--- config.mk ---
export PLATFORM = sky130hd
export DESIGN_NAME = spi_master_flat
export DESIGN_NICKNAME = d
export VERILOG_FILES = /design/src/rtl/spi_master_if.sv /design/src/rtl/spi_master.sv /design/src/flat_wrapper.sv
export SDC_FILE = /design/constraint.sdc
export NUM_CORES = 1
export LEC_CHECK = 0
export ABC_AREA = 0
export CAP_MARGIN = 15
export CELL_PAD_IN_SITES_DETAIL_PLACEMENT = 0
export CELL_PAD_IN_SITES_GLOBAL_PLACEMENT = 1
export CORE_ASPECT_RATIO = 1.5
export CORE_MARGIN = 5
export CORE_UTILIZATION = 40
export CTS_CLUSTER_DIAMETER = 40
export DETAILED_ROUTE_END_ITERATION = 8
export PLACE_DENSITY_LB_ADDON = 0.1
export SLEW_MARGIN = 5
export SYNTH_ARGS = -nofsm -noshare
export SYNTH_HDL_FRONTEND = slang
export SYNTH_SLANG_ARGS = --single-unit
--- constraint.sdc ---
create_clock -name clk -period 2.85 [get_ports clk]
set_input_delay 0.7125 -clock clk [delete_from_list [all_inputs] [get_ports clk]]
set_output_delay 0.7125 -clock clk [all_outputs]
set_load 0.03 [all_outputs]
--- src/rtl/spi_master_if.sv ---
// Byte-side handshake and SPI pin bundle for the spi_master initiator.
// The master modport is the initiator's view; slave is the system/responder side.
interface spi_master_if;
    logic [7:0] tx_data;
    logic       tx_valid;
    logic       tx_ready;
    logic [7:0] rx_data;
    logic       rx_valid;
    logic       sck;
    logic       mosi;
    logic       miso;
    logic       cs_n;

    modport master (
        input  tx_data, tx_valid, miso,
        output tx_ready, rx_data, rx_valid, sck, mosi, cs_n
    );

    modport slave (
        output tx_data, tx_valid, miso,
        input  tx_ready, rx_data, rx_valid, sck, mosi, cs_n
    );
endinterface

--- src/rtl/spi_master.sv ---
// SPI mode-0 initiator, MSB first, 8-bit frames, with cs_n setup/hold/deselect
// timing and back-to-back bytes inside one cs_n-low burst.
module spi_master #(
    parameter int unsigned CLK_DIV = 4
) (
    input  logic         clk,
    input  logic         rst,
    spi_master_if.master spi
);
    localparam int unsigned DIV_W = 8;
    localparam int unsigned BIT_W = 3;

    typedef enum logic [2:0] {
        S_IDLE,
        S_SETUP,
        S_XFER,
        S_HOLD,
        S_GAP
    } state_t;

    state_t             r_state;
    state_t             w_state_nxt;
    logic [DIV_W-1:0]   r_div_cnt;
    logic [DIV_W-1:0]   w_div_cnt_nxt;
    logic [BIT_W-1:0]   r_bit_cnt;
    logic [BIT_W-1:0]   w_bit_cnt_nxt;
    logic [6:0]         r_tx_shift;
    logic [6:0]         w_tx_shift_nxt;
    logic [7:0]         r_rx_shift;
    logic [7:0]         w_rx_shift_nxt;
    logic               r_sck;
    logic               w_sck_nxt;
    logic               r_mosi;
    logic               w_mosi_nxt;
    logic               r_cs_n;
    logic               w_cs_n_nxt;
    logic [7:0]         r_rx_data;
    logic [7:0]         w_rx_data_nxt;
    logic               r_rx_valid;
    logic               w_rx_valid_nxt;

    logic               w_tick;
    logic               w_last_fall;
    logic               w_tx_ready;
    logic               w_accept;

    assign w_tick      = (r_div_cnt == DIV_W'(CLK_DIV - 1));
    assign w_last_fall = (r_state == S_XFER) && w_tick && r_sck && (r_bit_cnt == BIT_W'(7));
    assign w_tx_ready  = !rst && ((r_state == S_IDLE) || w_last_fall);
    assign w_accept    = spi.tx_valid && w_tx_ready;

    // State and datapath registers
    always_ff @(posedge clk) begin
        if (rst) begin
            r_state    <= S_IDLE;
            r_div_cnt  <= '0;
            r_bit_cnt  <= '0;
            r_tx_shift <= '0;
            r_rx_shift <= '0;
            r_sck      <= 1'b0;
            r_mosi     <= 1'b0;
            r_cs_n     <= 1'b1;
            r_rx_data  <= 8'h00;
            r_rx_valid <= 1'b0;
        end else begin
            r_state    <= w_state_nxt;
            r_div_cnt  <= w_div_cnt_nxt;
            r_bit_cnt  <= w_bit_cnt_nxt;
            r_tx_shift <= w_tx_shift_nxt;
            r_rx_shift <= w_rx_shift_nxt;
            r_sck      <= w_sck_nxt;
            r_mosi     <= w_mosi_nxt;
            r_cs_n     <= w_cs_n_nxt;
            r_rx_data  <= w_rx_data_nxt;
            r_rx_valid <= w_rx_valid_nxt;
        end
    end

    // Next-state logic
    always_comb begin
        w_state_nxt = r_state;
        case (r_state)
            S_IDLE:  if (w_accept)                w_state_nxt = S_SETUP;
            S_SETUP: if (w_tick)                  w_state_nxt = S_XFER;
            S_XFER:  if (w_last_fall && !w_accept) w_state_nxt = S_HOLD;
            S_HOLD:  if (w_tick)                  w_state_nxt = S_GAP;
            S_GAP:   if (w_tick)                  w_state_nxt = S_IDLE;
            default:                              w_state_nxt = S_IDLE;
        endcase
    end

    // Next values of the registered outputs and shifters
    always_comb begin
        w_div_cnt_nxt  = w_tick ? '0 : r_div_cnt + DIV_W'(1);
        w_bit_cnt_nxt  = r_bit_cnt;
        w_tx_shift_nxt = r_tx_shift;
        w_rx_shift_nxt = r_rx_shift;
        w_sck_nxt      = r_sck;
        w_mosi_nxt     = r_mosi;
        w_cs_n_nxt     = r_cs_n;
        w_rx_data_nxt  = r_rx_data;
        w_rx_valid_nxt = 1'b0;

        case (r_state)
            S_IDLE: begin
                w_div_cnt_nxt = '0;
                w_sck_nxt     = 1'b0;
                w_cs_n_nxt    = 1'b1;
                if (w_accept) begin
                    w_tx_shift_nxt = spi.tx_data[6:0];
                    w_mosi_nxt     = spi.tx_data[7];
                    w_cs_n_nxt     = 1'b0;
                    w_bit_cnt_nxt  = '0;
                end
            end
            S_SETUP: begin
                if (w_tick) begin
                    w_sck_nxt      = 1'b1;
                    w_rx_shift_nxt = {r_rx_shift[6:0], spi.miso};
                end
            end
            S_XFER: begin
                if (w_tick) begin
                    w_sck_nxt = !r_sck;
                    if (!r_sck) begin
                        w_rx_shift_nxt = {r_rx_shift[6:0], spi.miso};
                    end else if (r_bit_cnt != BIT_W'(7)) begin
                        w_mosi_nxt     = r_tx_shift[6];
                        w_tx_shift_nxt = {r_tx_shift[5:0], 1'b0};
                        w_bit_cnt_nxt  = r_bit_cnt + BIT_W'(1);
                    end else begin
                        w_rx_data_nxt  = r_rx_shift;
                        w_rx_valid_nxt = 1'b1;
                        // Burst: the next byte reuses this falling edge as its load point
                        if (w_accept) begin
                            w_tx_shift_nxt = spi.tx_data[6:0];
                            w_mosi_nxt     = spi.tx_data[7];
                            w_bit_cnt_nxt  = '0;
                        end
                    end
                end
            end
            S_HOLD: begin
                if (w_tick) begin
                    w_cs_n_nxt = 1'b1;
                    w_mosi_nxt = 1'b0;
                end
            end
            S_GAP: begin
            end
            default: begin
            end
        endcase
    end

    assign spi.tx_ready = w_tx_ready;
    assign spi.rx_data  = r_rx_data;
    assign spi.rx_valid = r_rx_valid;
    assign spi.sck      = r_sck;
    assign spi.mosi     = r_mosi;
    assign spi.cs_n     = r_cs_n;

endmodule

--- src/flat_wrapper.sv ---
// flat-port wrapper written by rule: the top's interface ports become plain ports
module spi_master_flat 
#(
    parameter int unsigned CLK_DIV = 4
)
  (clk, rst, spi_tx_data, spi_tx_valid, spi_miso, spi_tx_ready, spi_rx_data, spi_rx_valid, spi_sck, spi_mosi, spi_cs_n);
  spi_master_if spi_i ();
  input  logic clk;
  input  logic rst;
  input wire logic [$bits(spi_i.tx_data)-1:0] spi_tx_data;
  input wire logic [$bits(spi_i.tx_valid)-1:0] spi_tx_valid;
  input wire logic [$bits(spi_i.miso)-1:0] spi_miso;
  output wire logic [$bits(spi_i.tx_ready)-1:0] spi_tx_ready;
  output wire logic [$bits(spi_i.rx_data)-1:0] spi_rx_data;
  output wire logic [$bits(spi_i.rx_valid)-1:0] spi_rx_valid;
  output wire logic [$bits(spi_i.sck)-1:0] spi_sck;
  output wire logic [$bits(spi_i.mosi)-1:0] spi_mosi;
  output wire logic [$bits(spi_i.cs_n)-1:0] spi_cs_n;
  assign spi_i.tx_data = spi_tx_data;
  assign spi_i.tx_valid = spi_tx_valid;
  assign spi_i.miso = spi_miso;
  assign spi_tx_ready = spi_i.tx_ready;
  assign spi_rx_data = spi_i.rx_data;
  assign spi_rx_valid = spi_i.rx_valid;
  assign spi_sck = spi_i.sck;
  assign spi_mosi = spi_i.mosi;
  assign spi_cs_n = spi_i.cs_n;
  spi_master #(.CLK_DIV(CLK_DIV)) u_core (.clk(clk), .rst(rst), .spi(spi_i));
endmodule
==> impl_metrics.py <==
metrics = {
    "run_status": {
        "status": "completed",
    },
    "floorplanning": {
        "start_util_pct": 40.54,
        "die_h_um": 92.06,
        "rows": 30,
        "core-area_um2": 4429,
        "dieArea_um2": 5956,
        "die_w_um": 64.71,
        "ioPinCount": 25,
    },
    "sta": {
        "setup_viol": 0,
        "post-route-min-period_ps": 2633,
        "final.setup.tns_ps": 0,
        "min_period_over_period_pct": 92.40,
        "finalHoldViolCount": 0,
        "setup_ws_ps": 216.5,
        "grt_setup_unrepaired": "no",
        "clock.fmax_mhz": 379.7,
        "clock_skew_ps": 6.736,
        "worst_pin_slew_ps": 665.6,
        "max_slew_margin_pct": 55.29,
        "slew_viol_final": 0,
    },
    "worst_setup_path": {
        "critical_path_class": "flop to output pin",
        "crit_path_start_kind": "flop",
        "crit_required_ps": 2140,
        "arrival_ps": 1920,
        "worst_setup_path_end_kind": "output pin",
        "path_max_fanout": 4,
    },
    "clock_tree": {
        "cts-hold-fix-buffers": 0,
        "root_buffer": "clkbuf_8",
        "clock-sinks": 41,
        "cts_inserted_buffers": 5,
        "tritoncts": "done",
        "clk_pin_slew_worst_paths_ps": 70,
        "clk_path_buf_depth": 2,
        "h-tree-depth": 2,
        "clock_latency_ps": 280,
    },
    "layout": {
        "final_util_pct": 48.93,
        "drive_above_1_share_pct": 11.26,
        "syn_to_final_growth_pct": 20.70,
        "layout.nets": 238,
        "n_antenna_cell": 0,
    },
    "synth": {
        "syn_nets": 213,
        "synth_edf_count": 0,
        "ys_seq_area_share_pct": 45.71,
        "avgSynthCellArea_um2": 9.068,
        "syn_inst": 198,
        "netlist-cell-type-count": 43,
        "async_flop_share_pct": 0,
        "synth_area_um2": 1795,
        "synth_ff_type": "dfxtp_1",
        "yosysWarningCount": 0,
        "synth_seq_cells": 41,
    },
    "detailed_routing": {
        "drt_iter0_markers": 58,
        "routed_wl_um": 3800,
        "avgViaCountPerCell": 5.452,
        "highest_layer": "met4",
        "wl_per_cell_um": 14.07,
        "routedLengthMet1_um": 1521,
        "dr_wl_met3_um": 163,
        "drtAntennaViolNets": 0,
        "firstDrtPassIters": 4,
        "dr_wl_met2_um": 1975,
        "vias": 1472,
        "remaining_drc_errors": 0,
    },
    "placed_design": {
        "dpl_worst_slack_ps": 271.3,
        "gp_congestion": 0.7871,
        "io_buffers": 24,
        "hpwl_um": 2923,
    },
    "grt": {
        "grt_start_max_net_pins": 33,
        "grt_pass1_wl_um": 6665,
        "groute.usage.overall_pct": 14.19,
        "overflow": 0,
        "grt_pass1_vias": 1497,
        "antenna_found_initial": 0,
    },
    "power": {
        "power_density_nw_per_um2": 462.1,
        "p_leak_nw": 0.7412,
        "ir_drop_mv": 0.2815,
    },
    "job": {
        "drv_cap": 0,
    },
    "min_path": {
        "min_path_type": "flop to flop",
    },
}
## layer usage
layer	global-route usage, %	vias up
li1	-	736
met4	7.937	0
met5	0	-
met1	15.25	686
met2	24.42	37
met3	3.922	13
## timing repair
action | in CTS | in global routing
endpoints found under the setup margin | 1 | 1
resized for setup | 0 | 2
pin swaps | 1 | 0
setup buffers | 1 | 0
## cells in the mapped netlist, types with 2 or more instances
master	count	area share, %
nor3_1	4	1.1
nand2b_1	3	1.0
o21ai_0	2	0.56
a22o_1	7	3.4
and3_1	3	1.0
inv_1	4	0.84
dfxtp_1	41	46
xnor2_1	4	2.0
ha_1	3	2.1
xor2_1	3	1.5
nand3b_1	2	0.84
o2bb2ai_1	4	2.0
a21oi_1	19	5.3
mux2i_1	9	5.0
mux2_2	3	1.9
clkbuf_1	10	2.1
nand3_1	5	1.4
nand2_1	23	4.8
nor2b_1	2	0.70
nor2_1	24	5.0
## power breakdown
part	total (mW)	internal (mW)	leakage [nW]	switching, mW
Combinational	0.0739	0.0361	0.370	0.0378
Sequential	0.590	0.582	0.332	0.00790
Clock	0.338	0.161	0.0399	0.177
## critical path, stage by stage, from the launching register on
cell     delay, ps
dfxtp_1        370
ha_2           230
or3b_4         420
nor2_4         130
and3_1         170
o21ba_2        150
buf_4          160
## kinds of logic (layout without fill, tap and decap cells)
| group | Yosys count | after routing | share of synthesized area [%] |
|---|---|---|---|
| AOI/OAI and AO/OA | 41 | 41 | 15.40 |
| buffers and inverters | 15 | 39 | 3.205 |
| adders and majority gates | 3 | 3 | 2.091 |
| DFF | 41 | 41 | 45.71 |
| muxes | 12 | 12 | 6.899 |
| and+or+nand+nor | 79 | 79 | 23.28 |
| xor gates and xnor gates | 7 | 7 | 3.415 |
## cell usage in the layout, fill, tap and decap left out, types with 2 or more instances in the layout
cell type	instances
nand2b_1	3
and3_1	3
nand3_1	5
dfxtp_1	41
a22o_1	7
nor2b_1	2
nand2_1	23
buf_4	6
inv_1	4
clkbuf_8	5
nor2_1	24
nor3_1	4
nand3b_1	2
xnor2_1	4
ha_1	2
o2bb2ai_1	4
xor2_1	3
o21ai_0	2
mux2i_1	9
mux2_2	3
a21oi_1	19
clkdlybuf4s50_1	23
## per-stage QoR
step | cells | total power, mW | area (um2) | hold WS [ps]
after floorplan | 198 | 0.6436 | 1795 | 429.7
after global placement | 263 | 0.6750 | 2081 | 438.3
after detailed placement | 263 | 0.6772 | 2081 | 443.6
after CTS | 270 | 1.019 | 2162 | 454.1
after global routing | 270 | 1.053 | 2167 | 479.0
final | 270 | 1.001 | 2167 | 449.1
## final cells by class
cell class	count	area, um2
clock inverters	1	5.005
clock buffers	5	68.82
flip-flops and latches	41	820.8
repair buffers	29	275.3
well taps	48	60.06
inverters	4	15.01
multi-input cells	142	922.1
fillers	435	2262
## flip-flops by register name (all words and copies together) (netlist names)
register	flops
u_core.spi.sck	1
u_core.r_tx_shift	7
u_core.r_div_cnt	8
u_core.spi.rx_valid	1
u_core.r_state	3
u_core.spi.mosi	1
u_core.spi.rx_data	8
u_core.r_rx_shift	8
u_core.r_bit_cnt	3
u_core.spi.cs_n	1
## final timing paths
kind / startpoint / to / slack, ps / cells past startpoint
worst max-delay path: u_core.r_div_cnt[0] / spi_tx_ready / 220 / 6
worst min-delay path: u_core.spi.rx_data[0] / u_core.spi.rx_data[0] / 450 / 2
worst max register to register: u_core.r_bit_cnt[0] / u_core.r_bit_cnt[0] / 480 / 6
worst min register to register: u_core.spi.rx_data[0] / u_core.spi.rx_data[0] / 450 / 2
No activity file was read; power rests on OpenSTA's default activity.
